===== src/rtl/muldiv_unit.sv =====
// Iterative multiply/divide unit beside the EX-stage ALU.
// MULT/MULTU use shift-add over the operand magnitudes; DIV/DIVU use a
// restoring divider. Signs are applied in a single FIX cycle before HI/LO
// are written.
// Optional feature: define MULDIV_EARLY_OUT_EN to let multiplies leave CALC
// as soon as the remaining multiplier bits are all zero.
module muldiv_unit #(
    parameter int WIDTH = 32,
    parameter int CNT_W = 6
) (
    input  logic             clk,
    input  logic             rst_n,
    input  logic             start,
    input  logic [1:0]       op,
    input  logic [WIDTH-1:0] a,
    input  logic [WIDTH-1:0] b,
    input  logic             mthi,
    input  logic             mtlo,
    input  logic             cancel,
    output logic             busy,
    output logic             done,
    output logic             div_zero,
    output logic [WIDTH-1:0] hi,
    output logic [WIDTH-1:0] lo
);
    localparam int W2 = 2 * WIDTH;

    typedef enum logic [1:0] {S_IDLE, S_CALC, S_FIX} state_t;

    state_t           state_q, state_d;
    logic [CNT_W-1:0] cnt_q, cnt_d;
    logic [W2-1:0]    acc_q, acc_d;   // product, or remainder in the low bits
    logic [W2-1:0]    mcd_q, mcd_d;   // shifting multiplicand, or dividend/quotient
    logic [WIDTH-1:0] mpl_q, mpl_d;   // shifting multiplier, or divisor
    logic             is_div_q, is_div_d;
    logic             neg_q, neg_d;   // product / quotient sign
    logic             negr_q, negr_d; // remainder sign (follows dividend)
    logic             dz_q, dz_d;
    logic [WIDTH-1:0] hi_q, hi_d, lo_q, lo_d;
    logic             done_q, done_d, divz_q, divz_d;

    // Operand conditioning at issue: magnitudes for signed ops, raw otherwise
    logic             op_signed, a_neg, b_neg;
    logic [WIDTH-1:0] a_mag, b_mag;
    assign op_signed = ~op[0];
    assign a_neg     = op_signed & a[WIDTH-1];
    assign b_neg     = op_signed & b[WIDTH-1];
    assign a_mag     = a_neg ? -a : a;
    assign b_mag     = b_neg ? -b : b;

    // One restoring-division step: shift next dividend bit in, try subtract
    logic [WIDTH:0] rem_sh, diff;
    assign rem_sh = {acc_q[WIDTH-1:0], mcd_q[WIDTH-1]};
    assign diff   = rem_sh - {1'b0, mpl_q};

    logic early_done;
`ifdef MULDIV_EARLY_OUT_EN
    assign early_done = ((mpl_q >> 1) == '0);
`else
    assign early_done = 1'b0;
`endif

    assign busy     = (state_q != S_IDLE);
    assign done     = done_q;
    assign div_zero = divz_q;
    assign hi       = hi_q;
    assign lo       = lo_q;

    // Next-state, datapath step and HI/LO update
    always_comb begin
        state_d  = state_q;
        cnt_d    = cnt_q;
        acc_d    = acc_q;
        mcd_d    = mcd_q;
        mpl_d    = mpl_q;
        is_div_d = is_div_q;
        neg_d    = neg_q;
        negr_d   = negr_q;
        dz_d     = dz_q;
        hi_d     = hi_q;
        lo_d     = lo_q;
        done_d   = 1'b0;
        divz_d   = 1'b0;
        case (state_q)
            S_IDLE: begin
                if (mthi) hi_d = a;
                if (mtlo) lo_d = a;
                if (start && !cancel) begin
                    is_div_d = op[1];
                    neg_d    = a_neg ^ b_neg;
                    negr_d   = a_neg;
                    dz_d     = op[1] && (b == '0);
                    cnt_d    = '0;
                    acc_d    = '0;
                    mcd_d    = {{WIDTH{1'b0}}, a_mag};
                    mpl_d    = b_mag;
                    state_d  = S_CALC;
                    if (op[1] && (b == '0)) begin
                        // HI must receive the raw dividend, not its magnitude
                        mcd_d   = {{WIDTH{1'b0}}, a};
                        state_d = S_FIX;
                    end
`ifdef MULDIV_EARLY_OUT_EN
                    else if (!op[1] && (b_mag == '0)) begin
                        state_d = S_FIX;
                    end
`endif
                end
            end
            S_CALC: begin
                if (cancel) begin
                    state_d = S_IDLE;
                end else begin
                    cnt_d = cnt_q + 1'b1;
                    if (!is_div_q) begin
                        if (mpl_q[0]) acc_d = acc_q + mcd_q;
                        mcd_d = mcd_q << 1;
                        mpl_d = mpl_q >> 1;
                        if (early_done) state_d = S_FIX;
                    end else begin
                        acc_d = diff[WIDTH] ? {{(WIDTH-1){1'b0}}, rem_sh}
                                            : {{(WIDTH-1){1'b0}}, diff};
                        mcd_d = {{WIDTH{1'b0}}, mcd_q[WIDTH-2:0], ~diff[WIDTH]};
                    end
                    if (cnt_q == CNT_W'(WIDTH - 1)) state_d = S_FIX;
                end
            end
            S_FIX: begin
                state_d = S_IDLE;
                if (!cancel) begin
                    done_d = 1'b1;
                    if (dz_q) begin
                        hi_d   = mcd_q[WIDTH-1:0];
                        lo_d   = '1;
                        divz_d = 1'b1;
                    end else if (is_div_q) begin
                        lo_d = neg_q  ? -mcd_q[WIDTH-1:0] : mcd_q[WIDTH-1:0];
                        hi_d = negr_q ? -acc_q[WIDTH-1:0] : acc_q[WIDTH-1:0];
                    end else begin
                        {hi_d, lo_d} = neg_q ? -acc_q : acc_q;
                    end
                end
            end
            default: state_d = S_IDLE;
        endcase
    end

    // State and datapath registers, synchronous reset
    always_ff @(posedge clk) begin
        if (!rst_n) begin
            state_q  <= S_IDLE;
            cnt_q    <= '0;
            acc_q    <= '0;
            mcd_q    <= '0;
            mpl_q    <= '0;
            is_div_q <= 1'b0;
            neg_q    <= 1'b0;
            negr_q   <= 1'b0;
            dz_q     <= 1'b0;
            hi_q     <= '0;
            lo_q     <= '0;
            done_q   <= 1'b0;
            divz_q   <= 1'b0;
        end else begin
            state_q  <= state_d;
            cnt_q    <= cnt_d;
            acc_q    <= acc_d;
            mcd_q    <= mcd_d;
            mpl_q    <= mpl_d;
            is_div_q <= is_div_d;
            neg_q    <= neg_d;
            negr_q   <= negr_d;
            dz_q     <= dz_d;
            hi_q     <= hi_d;
            lo_q     <= lo_d;
            done_q   <= done_d;
            divz_q   <= divz_d;
        end
    end
endmodule

===== config.mk =====
export PLATFORM = sky130hd
export DESIGN_NAME = muldiv_unit
export DESIGN_NICKNAME = d
export VERILOG_FILES = /design/src/rtl/muldiv_unit.sv
export SDC_FILE = /design/constraint.sdc
export NUM_CORES = 1
export LEC_CHECK = 0
export CAP_MARGIN = 15
export CORE_MARGIN = 4
export CORE_UTILIZATION = 50
export CTS_BUF_LIST = sky130_fd_sc_hd__clkbuf_4 sky130_fd_sc_hd__clkbuf_8
export CTS_CLUSTER_DIAMETER = 40
export DETAILED_ROUTE_END_ITERATION = 8
export PLACE_DENSITY = 0.7
export SYNTH_ARGS = -nofsm -noshare
export SYNTH_HDL_FRONTEND = slang
export SYNTH_SLANG_ARGS = --single-unit

===== constraint.sdc =====
create_clock -name clk -period 6 [get_ports clk]
set_clock_uncertainty 0.1 [all_clocks]
set_input_delay 1.2 -clock clk [delete_from_list [all_inputs] [get_ports clk]]
set_output_delay 1.2 -clock clk [all_outputs]
set_load 0.01 [all_outputs]

==> flow_summary.ini <==
[outcome]
status = completed

[clocking]
cts.htree.levels = 2
cts_sinks = 238
cts_tree = built
root_buffer = clkbuf_8
cts_setup_buffers = 0
numCtsBuffers = 47
clkTransAtPathRegs_ns = 0.06
cts-hold-fix-buffers = 0
clk_path_buf_depth = 3
clock_latency_ns = 0.63
post_cts_resized = 0

[placement]
place.gp.congestion = 0.974
io_buffers = 138
dp_hpwl_mm = 51.1
post-place-ws_ns = 0.963

[timing]
tightest_slew_ns = 1.24
rsz0062_at_grt = no
final_hold_viol_count = 0
post-route-period-util_pct = 75.5
slew_violations = 0
fin_crit_ns = 4.53
setup_viol = 0
timing.final.ws_setup_ns = 1.47
max_slew_margin_pct = 16.9
fmax_mhz = 221
setup_tns_ns = 0

[global_route]
grt_pass1_vias = 18600
antenna_found_initial = 0
grtUsageTotal_pct = 30.8
grt_max_degree = 97
grt_pass1_wl_mm = 105
grt-ovfl-total = 0

[setup_path]
regToRegSetupSlack_ns = 1.47
critPathLaunchType = flip-flop
crit_required_ns = 6.38
cp_max_fo = 9
path_class = reg2reg
cp-end-kind = flip-flop
crit_arrival_ns = 4.91

[floorplan]
die_h_um = 206
fp.coreArea_um2 = 38700
io_pins = 139
die-area_um2 = 42400
rows = 72
die_w_um = 206
initial_utilization_pct = 50.6

[synthesis]
synthDistinctLibCells = 78
syn_inst = 2710
syn_avg_cell_area_um2 = 7.23
netlist_area_um2 = 19600
ys_warn_count = 0
seq_area_frac_synth_pct = 24.3
syn_nets = 2885
synth_ff_type = dfxtp_1
synth_edf_count = 0
synth_seq_cells = 238
async_flop_share_pct = 0

[finish]
area_delta_synth_final_pct = 14.2
nets = 2919
final_util_pct = 57.8
layout-drive-gt1-share_pct = 5.90
diodes = 0

[drt]
met1_length_mm = 30.2
drt-initial-drc-count = 1862
drc = 0
routed.top_layer = met4
viasPerCell = 6.18
drt_wl_total_mm = 67.4
ant_nets = 0
wl_per_cell_um = 20.4
num_vias = 20400
drt_pre_antenna_iters = 6
wl_met3_mm = 5.95
met2_length_mm = 28.9

[power_and_ir_drop]
ir_drop_mv = 0.124
finalPower_mw = 4.62
power_leakage_nw = 8.92
power.density_nw_per_um2 = 206

[job]
maxCapViolations = 0

[min_path]
hold_path_class = reg2reg
power by group:
part	total, mW	internal [mW]	switching (mW)	leakage, nW
Combinational	0.877	0.357	0.520	6.39
Clock	2.02	1.27	0.747	0.600
Sequential	1.72	1.64	0.0810	1.94
Total	4.62	3.27	1.35	8.92
routing by layer:
layer,vias to the layer above,track usage (%)
met1,9457,44.2
met5,-,0
met2,878,47.4
met4,0,10.9
met3,126,4.30
li1,9933,-
flip-flops by register name, summed over array words and instances, names as in the netlist:
signal / flops
cnt_q: 6
dz_q: 1
is_div_q: 1
lo: 32
acc_q: 64
mcd_q: 64
div_zero: 1
done: 1
neg_q: 1
negr_q: 1
state_q: 2
mpl_q: 32
hi: 32
stage by stage:
step                area (um2)  hold slack [ns]  instances
floorplan                19600            0.350       2710
global placement         21200            0.337       3213
detailed placement       21200            0.339       3213
CTS                      22400            0.353       3300
global route             22400            0.365       3300
finish                   22400            0.354       3300
worst max-delay path: stages (launching register included):
cell       delay [ns]
dfxtp_1          0.40
inv_1            0.18
ha_1             0.29
or4b_4           0.52
or3_1            0.48
or3_1            0.46
or3_4            0.38
or4_4            0.43
nand2_1          0.10
xor2_1           0.15
a211oi_1         0.30
a211oi_1         0.13
a2111oi_0        0.49
cells in the final DEF (no fill, tap or decap), types with 16 or more instances in the layout:
cell type / n
clkdlybuf4s50_1: 138
o22ai_1: 18
nor3_1: 47
buf_4: 33
or3_1: 35
a31oi_1: 19
nand2b_1: 22
a22oi_1: 50
xnor2_1: 121
clkbuf_4: 17
o21ai_1: 23
nor2_1: 315
o211ai_1: 23
dfxtp_1: 236
inv_1: 77
or4_1: 25
a21o_1: 58
xor2_1: 131
nand3_1: 57
o31ai_1: 50
a21oi_1: 290
o221ai_1: 31
clkbuf_8: 57
ha_1: 101
o21ai_0: 168
nor2b_1: 19
mux2i_1: 18
a211oi_1: 73
nand2_1: 272
o21bai_1: 16
nand4_1: 22
cells in the mapped netlist, drive strengths merged, types with 26 or more instances:
| cell type | count | area, um2 |
|---|---|---|
| o21ai | 193 | 966 |
| xor2 | 131 | 1150 |
| nand2 | 272 | 1020 |
| o221ai | 31 | 272 |
| nand3 | 57 | 285 |
| nor2 | 316 | 1190 |
| dfxtp | 238 | 4760 |
| buf | 26 | 121 |
| or4 | 26 | 199 |
| nor3 | 47 | 235 |
| a21o | 58 | 435 |
| a22oi | 50 | 375 |
| inv | 79 | 297 |
| o31ai | 51 | 388 |
| a211oi | 73 | 548 |
| a21oi | 292 | 1460 |
| ha | 101 | 1260 |
| xnor2 | 121 | 1060 |
| clkbuf | 160 | 601 |
| or3 | 37 | 241 |
final timing paths:
kind,from,endpoint,depth (start not counted)
setup / recovery,acc_q[0]$_SDFFE_PN0P_,hi[0]$_SDFFE_PN0P_,12
hold / removal,hi[2]$_SDFFE_PN0P_,hi[2]$_SDFFE_PN0P_,1
setup reg to reg,acc_q[0]$_SDFFE_PN0P_,hi[0]$_SDFFE_PN0P_,12
hold reg to reg,hi[2]$_SDFFE_PN0P_,hi[2]$_SDFFE_PN0P_,1
cell families (layout without fill, tap and decap cells):
logic type	count (synthesis)	in the layout	share of synthesized area [%]
buf+inv	265	337	5.19
flops	238	238	24.3
simple gates	893	893	20.8
fa+ha+maj	103	103	6.65
xor+xnor	252	252	11.3
mux	25	25	1.44
compound gates	934	934	30.4
layout make-up:
| cell class | count | area [um2] |
|---|---|---|
| Clock inverter | 13 | 251 |
| Sequential cell | 238 | 4770 |
| Multi-Input combinational cell | 2207 | 13900 |
| Inverter | 79 | 299 |
| Clock buffer | 74 | 912 |
| Tap cell | 518 | 648 |
| Fill cell | 3699 | 16400 |
| Timing Repair Buffer | 171 | 1630 |
Power figures use the tool's default switching activity.
